$ cat config.mk
export PLATFORM = sky130hd
export DESIGN_NAME = adxl362_spi_responder_flat
export DESIGN_NICKNAME = d
export VERILOG_FILES = /design/src/rtl/adxl362_spi_responder_if.sv /design/src/rtl/adxl362_spi_responder.sv /design/src/flat_wrapper.sv
export SDC_FILE = /design/constraint.sdc
export NUM_CORES = 1
export LEC_CHECK = 0
export CAP_MARGIN = 20
export CORE_UTILIZATION = 35
export DETAILED_ROUTE_END_ITERATION = 12
export GPL_TIMING_DRIVEN = 0
export PLACE_DENSITY = 0.55
export SLEW_MARGIN = 10
export SYNTH_ARGS = -nofsm -noshare
export SYNTH_HDL_FRONTEND = slang
export SYNTH_SLANG_ARGS = --single-unit
$ cat constraint.sdc
create_clock -name clk -period 6.9 [get_ports clk]
set_clock_uncertainty 0.15 [all_clocks]
set_input_delay 1.725 -clock clk [delete_from_list [all_inputs] [get_ports clk]]
set_output_delay 1.725 -clock clk [all_outputs]
set_load 0.05 [all_outputs]
$ cat src/rtl/adxl362_spi_responder_if.sv
// SPI bus bundle between an SPI master and the ADXL362 register responder.
interface adxl362_spi_responder_if;
  logic sclk;
  logic cs_n;
  logic mosi;
  logic miso;
  logic miso_oe;

  modport master (output sclk, cs_n, mosi, input miso, miso_oe);
  modport slave  (input sclk, cs_n, mosi, output miso, miso_oe);
endinterface

$ cat src/rtl/adxl362_spi_responder.sv
// ADXL362-style SPI register responder: mode-0 slave with ID/status/sample
// read map, a 0x20-0x2E register file, and burst read/write with pointer wrap.
module adxl362_spi_responder #(
  parameter logic [7:0] DEVID_AD = 8'hAD,
  parameter logic [7:0] PARTID   = 8'hF2
) (
  input  logic                          clk,
  input  logic                          rst,
  adxl362_spi_responder_if.slave        spi,
  input  logic [47:0]                   sample_data,
  input  logic                          sample_valid,
  output logic [7:0]                    power_ctl,
  output logic                          wr_strobe,
  output logic [5:0]                    wr_addr,
  output logic [7:0]                    wr_data
);

  typedef enum logic [2:0] {IDLE, CMD, ADDR, WDATA, RDATA, IGNORE} state_t;

  state_t      state, state_next;
  logic [1:0]  sclk_sync, cs_sync, mosi_sync;
  logic        sclk_prev, cs_prev, armed;
  logic [1:0]  warm;
  logic        sclk_s, cs_s, mosi_s;
  logic        sclk_rise, sclk_fall, cs_rise, cs_fall;
  logic        shifting, byte_done, writable;
  logic [2:0]  bit_cnt;
  logic [6:0]  rx;
  logic [7:0]  rx_next, shreg, rd_byte;
  logic [5:0]  ptr;
  logic        rd_mode, data_ready;
  logic [47:0] sample_reg, shadow;
  logic [7:0]  regs [15];

  assign sclk_s    = sclk_sync[1];
  assign cs_s      = cs_sync[1];
  assign mosi_s    = mosi_sync[1];
  assign sclk_rise = sclk_s & ~sclk_prev;
  assign sclk_fall = ~sclk_s & sclk_prev;
  assign cs_rise   = cs_s & ~cs_prev;
  // A fall only counts once cs_n has been seen high after reset
  assign cs_fall   = armed & cs_prev & ~cs_s;
  assign shifting  = (state inside {CMD, ADDR, WDATA, RDATA}) & ~cs_rise;
  assign byte_done = shifting & sclk_rise & (bit_cnt == 3'd7);
  assign rx_next   = {rx, mosi_s};
  assign writable  = (ptr >= 6'h20) && (ptr <= 6'h2E);
  assign power_ctl = regs[13];

  always_ff @(posedge clk) begin
    if (!rst) begin
      sclk_sync <= '0;
      cs_sync   <= '1;
      mosi_sync <= '0;
      sclk_prev <= 1'b0;
      cs_prev   <= 1'b1;
      warm      <= '0;
      armed     <= 1'b0;
    end else begin
      sclk_sync <= {sclk_sync[0], spi.sclk};
      cs_sync   <= {cs_sync[0], spi.cs_n};
      mosi_sync <= {mosi_sync[0], spi.mosi};
      sclk_prev <= sclk_s;
      cs_prev   <= cs_s;
      warm      <= {warm[0], 1'b1};
      if (warm[1] && cs_s) armed <= 1'b1;
    end
  end

  always_ff @(posedge clk) begin
    if (!rst) state <= IDLE;
    else      state <= state_next;
  end

  always_comb begin
    state_next = state;
    if (cs_rise) begin
      state_next = IDLE;
    end else begin
      case (state)
        IDLE:    if (cs_fall) state_next = CMD;
        CMD:     if (byte_done)
                   state_next = (rx_next == 8'h0A || rx_next == 8'h0B) ? ADDR : IGNORE;
        ADDR:    if (byte_done) state_next = rd_mode ? RDATA : WDATA;
        default: state_next = state;
      endcase
    end
  end

  always_comb begin
    spi.miso    = (state == RDATA) ? shreg[7] : 1'b0;
    spi.miso_oe = ~cs_s;
  end

  always_comb begin
    rd_byte = '0;
    case (ptr)
      6'h00:   rd_byte = DEVID_AD;
      6'h01:   rd_byte = 8'h1D;
      6'h02:   rd_byte = PARTID;
      6'h0B:   rd_byte = {7'b0, data_ready};
      6'h0E:   rd_byte = shadow[7:0];
      6'h0F:   rd_byte = shadow[15:8];
      6'h10:   rd_byte = shadow[23:16];
      6'h11:   rd_byte = shadow[31:24];
      6'h12:   rd_byte = shadow[39:32];
      6'h13:   rd_byte = shadow[47:40];
      default: if (writable) rd_byte = regs[ptr[3:0]];
    endcase
  end

  always_ff @(posedge clk) begin
    if (!rst) begin
      bit_cnt    <= '0;
      rx         <= '0;
      shreg      <= '0;
      ptr        <= '0;
      rd_mode    <= 1'b0;
      data_ready <= 1'b0;
      sample_reg <= '0;
      shadow     <= '0;
      wr_strobe  <= 1'b0;
      wr_addr    <= '0;
      wr_data    <= '0;
      for (int unsigned i = 0; i < 15; i++) regs[i] <= (i == 12) ? 8'h13 : 8'h00;
    end else begin
      wr_strobe <= 1'b0;
      if (state == IDLE && cs_fall) begin
        bit_cnt <= '0;
        shadow  <= sample_reg;
      end else if (shifting && sclk_rise) begin
        rx      <= rx_next[6:0];
        bit_cnt <= bit_cnt + 3'd1;
        if (bit_cnt == 3'd7) begin
          case (state)
            CMD:   rd_mode <= (rx_next == 8'h0B);
            ADDR:  ptr <= rx_next[5:0];
            WDATA: begin
              if (writable) begin
                regs[ptr[3:0]] <= rx_next;
                wr_strobe      <= 1'b1;
                wr_addr        <= ptr;
                wr_data        <= rx_next;
              end
              ptr <= ptr + 6'd1;
            end
            default: ;
          endcase
        end
      end
      // Next read byte is fetched on the fall that ends the previous byte
      if (state == RDATA && !cs_rise) begin
        if (sclk_fall) begin
          if (bit_cnt == 3'd0) begin
            shreg <= rd_byte;
            ptr   <= ptr + 6'd1;
            if (ptr == 6'h0E) data_ready <= 1'b0;
          end else begin
            shreg <= {shreg[6:0], 1'b0};
          end
        end
      end else begin
        shreg <= '0;
      end
      if (sample_valid) begin
        sample_reg <= sample_data;
        data_ready <= 1'b1;
      end
    end
  end

endmodule

$ cat src/flat_wrapper.sv
// flat-port wrapper written by rule: the top's interface ports become plain ports
module adxl362_spi_responder_flat 
#(
  parameter logic [7:0] DEVID_AD = 8'hAD,
  parameter logic [7:0] PARTID   = 8'hF2
)
  (clk, rst, sample_data, sample_valid, power_ctl, wr_strobe, wr_addr, wr_data, spi_sclk, spi_cs_n, spi_mosi, spi_miso, spi_miso_oe);
  adxl362_spi_responder_if spi_i ();
  input  logic clk;
  input  logic rst;
  input  logic [47:0] sample_data;
  input  logic sample_valid;
  output logic [7:0] power_ctl;
  output logic wr_strobe;
  output logic [5:0] wr_addr;
  output logic [7:0] wr_data;
  input wire logic [$bits(spi_i.sclk)-1:0] spi_sclk;
  input wire logic [$bits(spi_i.cs_n)-1:0] spi_cs_n;
  input wire logic [$bits(spi_i.mosi)-1:0] spi_mosi;
  output wire logic [$bits(spi_i.miso)-1:0] spi_miso;
  output wire logic [$bits(spi_i.miso_oe)-1:0] spi_miso_oe;
  assign spi_i.sclk = spi_sclk;
  assign spi_i.cs_n = spi_cs_n;
  assign spi_i.mosi = spi_mosi;
  assign spi_miso = spi_i.miso;
  assign spi_miso_oe = spi_i.miso_oe;
  adxl362_spi_responder #(.DEVID_AD(DEVID_AD), .PARTID(PARTID)) u_core (.clk(clk), .rst(rst), .spi(spi_i), .sample_data(sample_data), .sample_valid(sample_valid), .power_ctl(power_ctl), .wr_strobe(wr_strobe), .wr_addr(wr_addr), .wr_data(wr_data));
endmodule
==> metrics.cfg <==
[run_status]
status=complete, no violations

[route]
routedWlPerCell_microns=20.5
antenna_left=0
drt_wl_total_microns=34800
drtIter0Drc=789
vias=8776
viasPerCell=5.16
drc=0
drt_first_pass_iters=7

[timing]
period_share_pct=60.6
slew_headroom_pct=30.5
hold-worst-slack_ns=0.260
worstMarginPinSlew_ns=1.03
fin_crit_ns=4.18
tns_ns=0
drv_slew=0
setup_ws_ns=2.72
rsz0062_at_grt=false
hold_violations=0
setup_viol=0
fmax_mhz=239

[floorplan]
ios=79
coreArea_sq_um=34500
start_util_pct=35.5
die_h_microns=189
die_area_sq_um=35800
rows=68
die_w_microns=189

[synth]
synth_edf_count=128
yosys_register_bits=279
syn_area_per_cell_sq_um=11.1
ys_seq_area_share_pct=55.9
netlist_area_sq_um=12300
synthTopCellsByArea=edfxtp_1 31%, dfxtp_1 25%, and2_1 6.3%
yosys.area.top_type=edfxtp_1
synthCells=1110
synthArstFlopShare_pct=0
synth_top_area_share_pct=31.3
synth_ff_type=dfxtp_1
synth_nets=1171
ys_types=65
yosysWarnings=0

[placement]
place_congestion=0.855
numPortBuffers=77
dp_worst_setup_slack_ns=2.33
place_hpwl_microns=24900

[worst_setup_path]
r2r_end=u_core.regs[2][2]$_SDFFCE_PN0P_
r2r_start=u_core.ptr[0]$_SDFF_PN0_
worstSetupStartpointType=flip-flop
r2r_slack_ns=2.78
end_kind=output pin
arrival_ns=2.30
reg2regPathDepth=10
critPathRequiredTime_ns=5.03
critPathKind=reg2out
path_max_fanout=9

[final_layout]
multiInputGateArea_sq_um=4970
nFillCells=3378
syn_to_final_growth_pct=19.1
drive_gt1_share_pct=11.1
antennaDiodeCount=0
largest_register_ffs=128
final_nets=1286
layout_common_cells=151 x nand2_1, 151 x dfxtp_1, 128 x edfxtp_1
seq_area_sq_um=6870

[worst_hold_path]
hold-path-endpoint=u_core.cs_sync[1]$_SDFF_PN1_
hold_class=reg2reg
hp-start=u_core.cs_sync[0]$_SDFF_PN1_
whs_path_depth=1

[clock_network]
cts_tree=yes
cts_sinks=279
root_buffer=clkbuf_16
holdBufCountCts=0
numCtsBuffers=30
cts_resized=0
path_clk_slew_ns=0.06
clk_latency_ns=0.56
cts_max_path_buffers=3
htreeDepth=1
postCtsSetupRepairBufs=0

[run]
maxCapViolations=0

[global_routing]
antenna_found_initial=0
grt_max_degree=15
grt_pass1_vias=8534
grt_pass1_wl_microns=52700
grt.total_usage_pct=19.5
grt_remaining_overflow=0

[power]
p_leak_nw=5.00
ir_worst_vdd_uv=177
power_density_nw_per_um2=244

[power breakdown]
group / internal, mW / switching [mW]
registers: 1.78 / 0.0237
clock network: 0.952 / 0.651
logic: 0.0714 / 0.0879
[metal layers]
layer | up-vias | wire length [microns] | global-route usage, %
li1 | 4163 | - | -
met1 | 4289 | 16400 | 28.6
met2 | 284 | 15600 | 30.4
met3 | 40 | 2180 | 3.02
met4 | 0 | 574 | 4.06
met5 | - | 0 | 0
[cell families after synthesis]
logic type	after synthesis	share of synthesized area [%]
and+or+nand+nor	455	19.7
muxes	99	11.5
xor gates and xnor gates	3	0.214
DFF	279	55.9
AOI/OAI and AO/OA	171	8.45
buffers and inverters	96	3.55
adders and majority gates	7	0.713
[cell usage after synthesis, types with 8 or more instances]
cell type and instances:
dfxtp_1 151, nand2_1 151, edfxtp_1 128, and2_1 124
a21oi_1 88, nor2_1 84, mux2i_1 65, clkbuf_1 51
mux4_2 32, o21ai_0 23, buf_2 18, a22oi_1 17
nand2b_1 16, nor3_1 14, buf_1 9, o22ai_1 9
inv_1 8, nand3_1 8
[critical path: stages, from the launching register on]
cell and delay, ns:
dfxtp_1 0.29, buf_2 0.16, nor2_2 0.24, and3_1 0.23
clkdlybuf4s50_1 0.82
[layout make-up]
class,instances,share of cell area [%]
tap,455,3.89
inverter,10,0.257
clock buffer,44,6.05
clock inverter,8,0.625
multi-input combinational,735,34.0
sequential,279,47.0
timing repair buffer,83,5.49
buffer,86,2.72
[per-stage QoR]
stage	cells	power, mW	instance area, sq um	util (%)
after global routing	1700	3.68	14600	42.3
after CTS	1699	3.59	14600	42.3
final	1700	3.57	14600	42.3
after detailed placement	1647	2.00	13600	39.5
after global placement	1642	2.00	13600	39.4
after floorplan	1110	1.92	12300	-
[worst max path at each step]
stage / startpoint / cells after the start / endpoint / slack [ns]
after floorplan: rst / 4 / u_core.regs[15][0]$_DFFE_PP_ / 3.53
after global placement: rst / 5 / u_core.regs[15][2]$_DFFE_PP_ / 2.39
after detailed placement: rst / 5 / u_core.regs[15][2]$_DFFE_PP_ / 2.33
after CTS: u_core.state[1]$_SDFFE_PP0P_ / 4 / spi_miso / 2.69
after global routing: u_core.state[1]$_SDFFE_PP0P_ / 4 / spi_miso / 2.64
final: u_core.state[1]$_SDFFE_PP0P_ / 4 / spi_miso / 2.72
No activity file was read; power rests on OpenSTA's default activity.
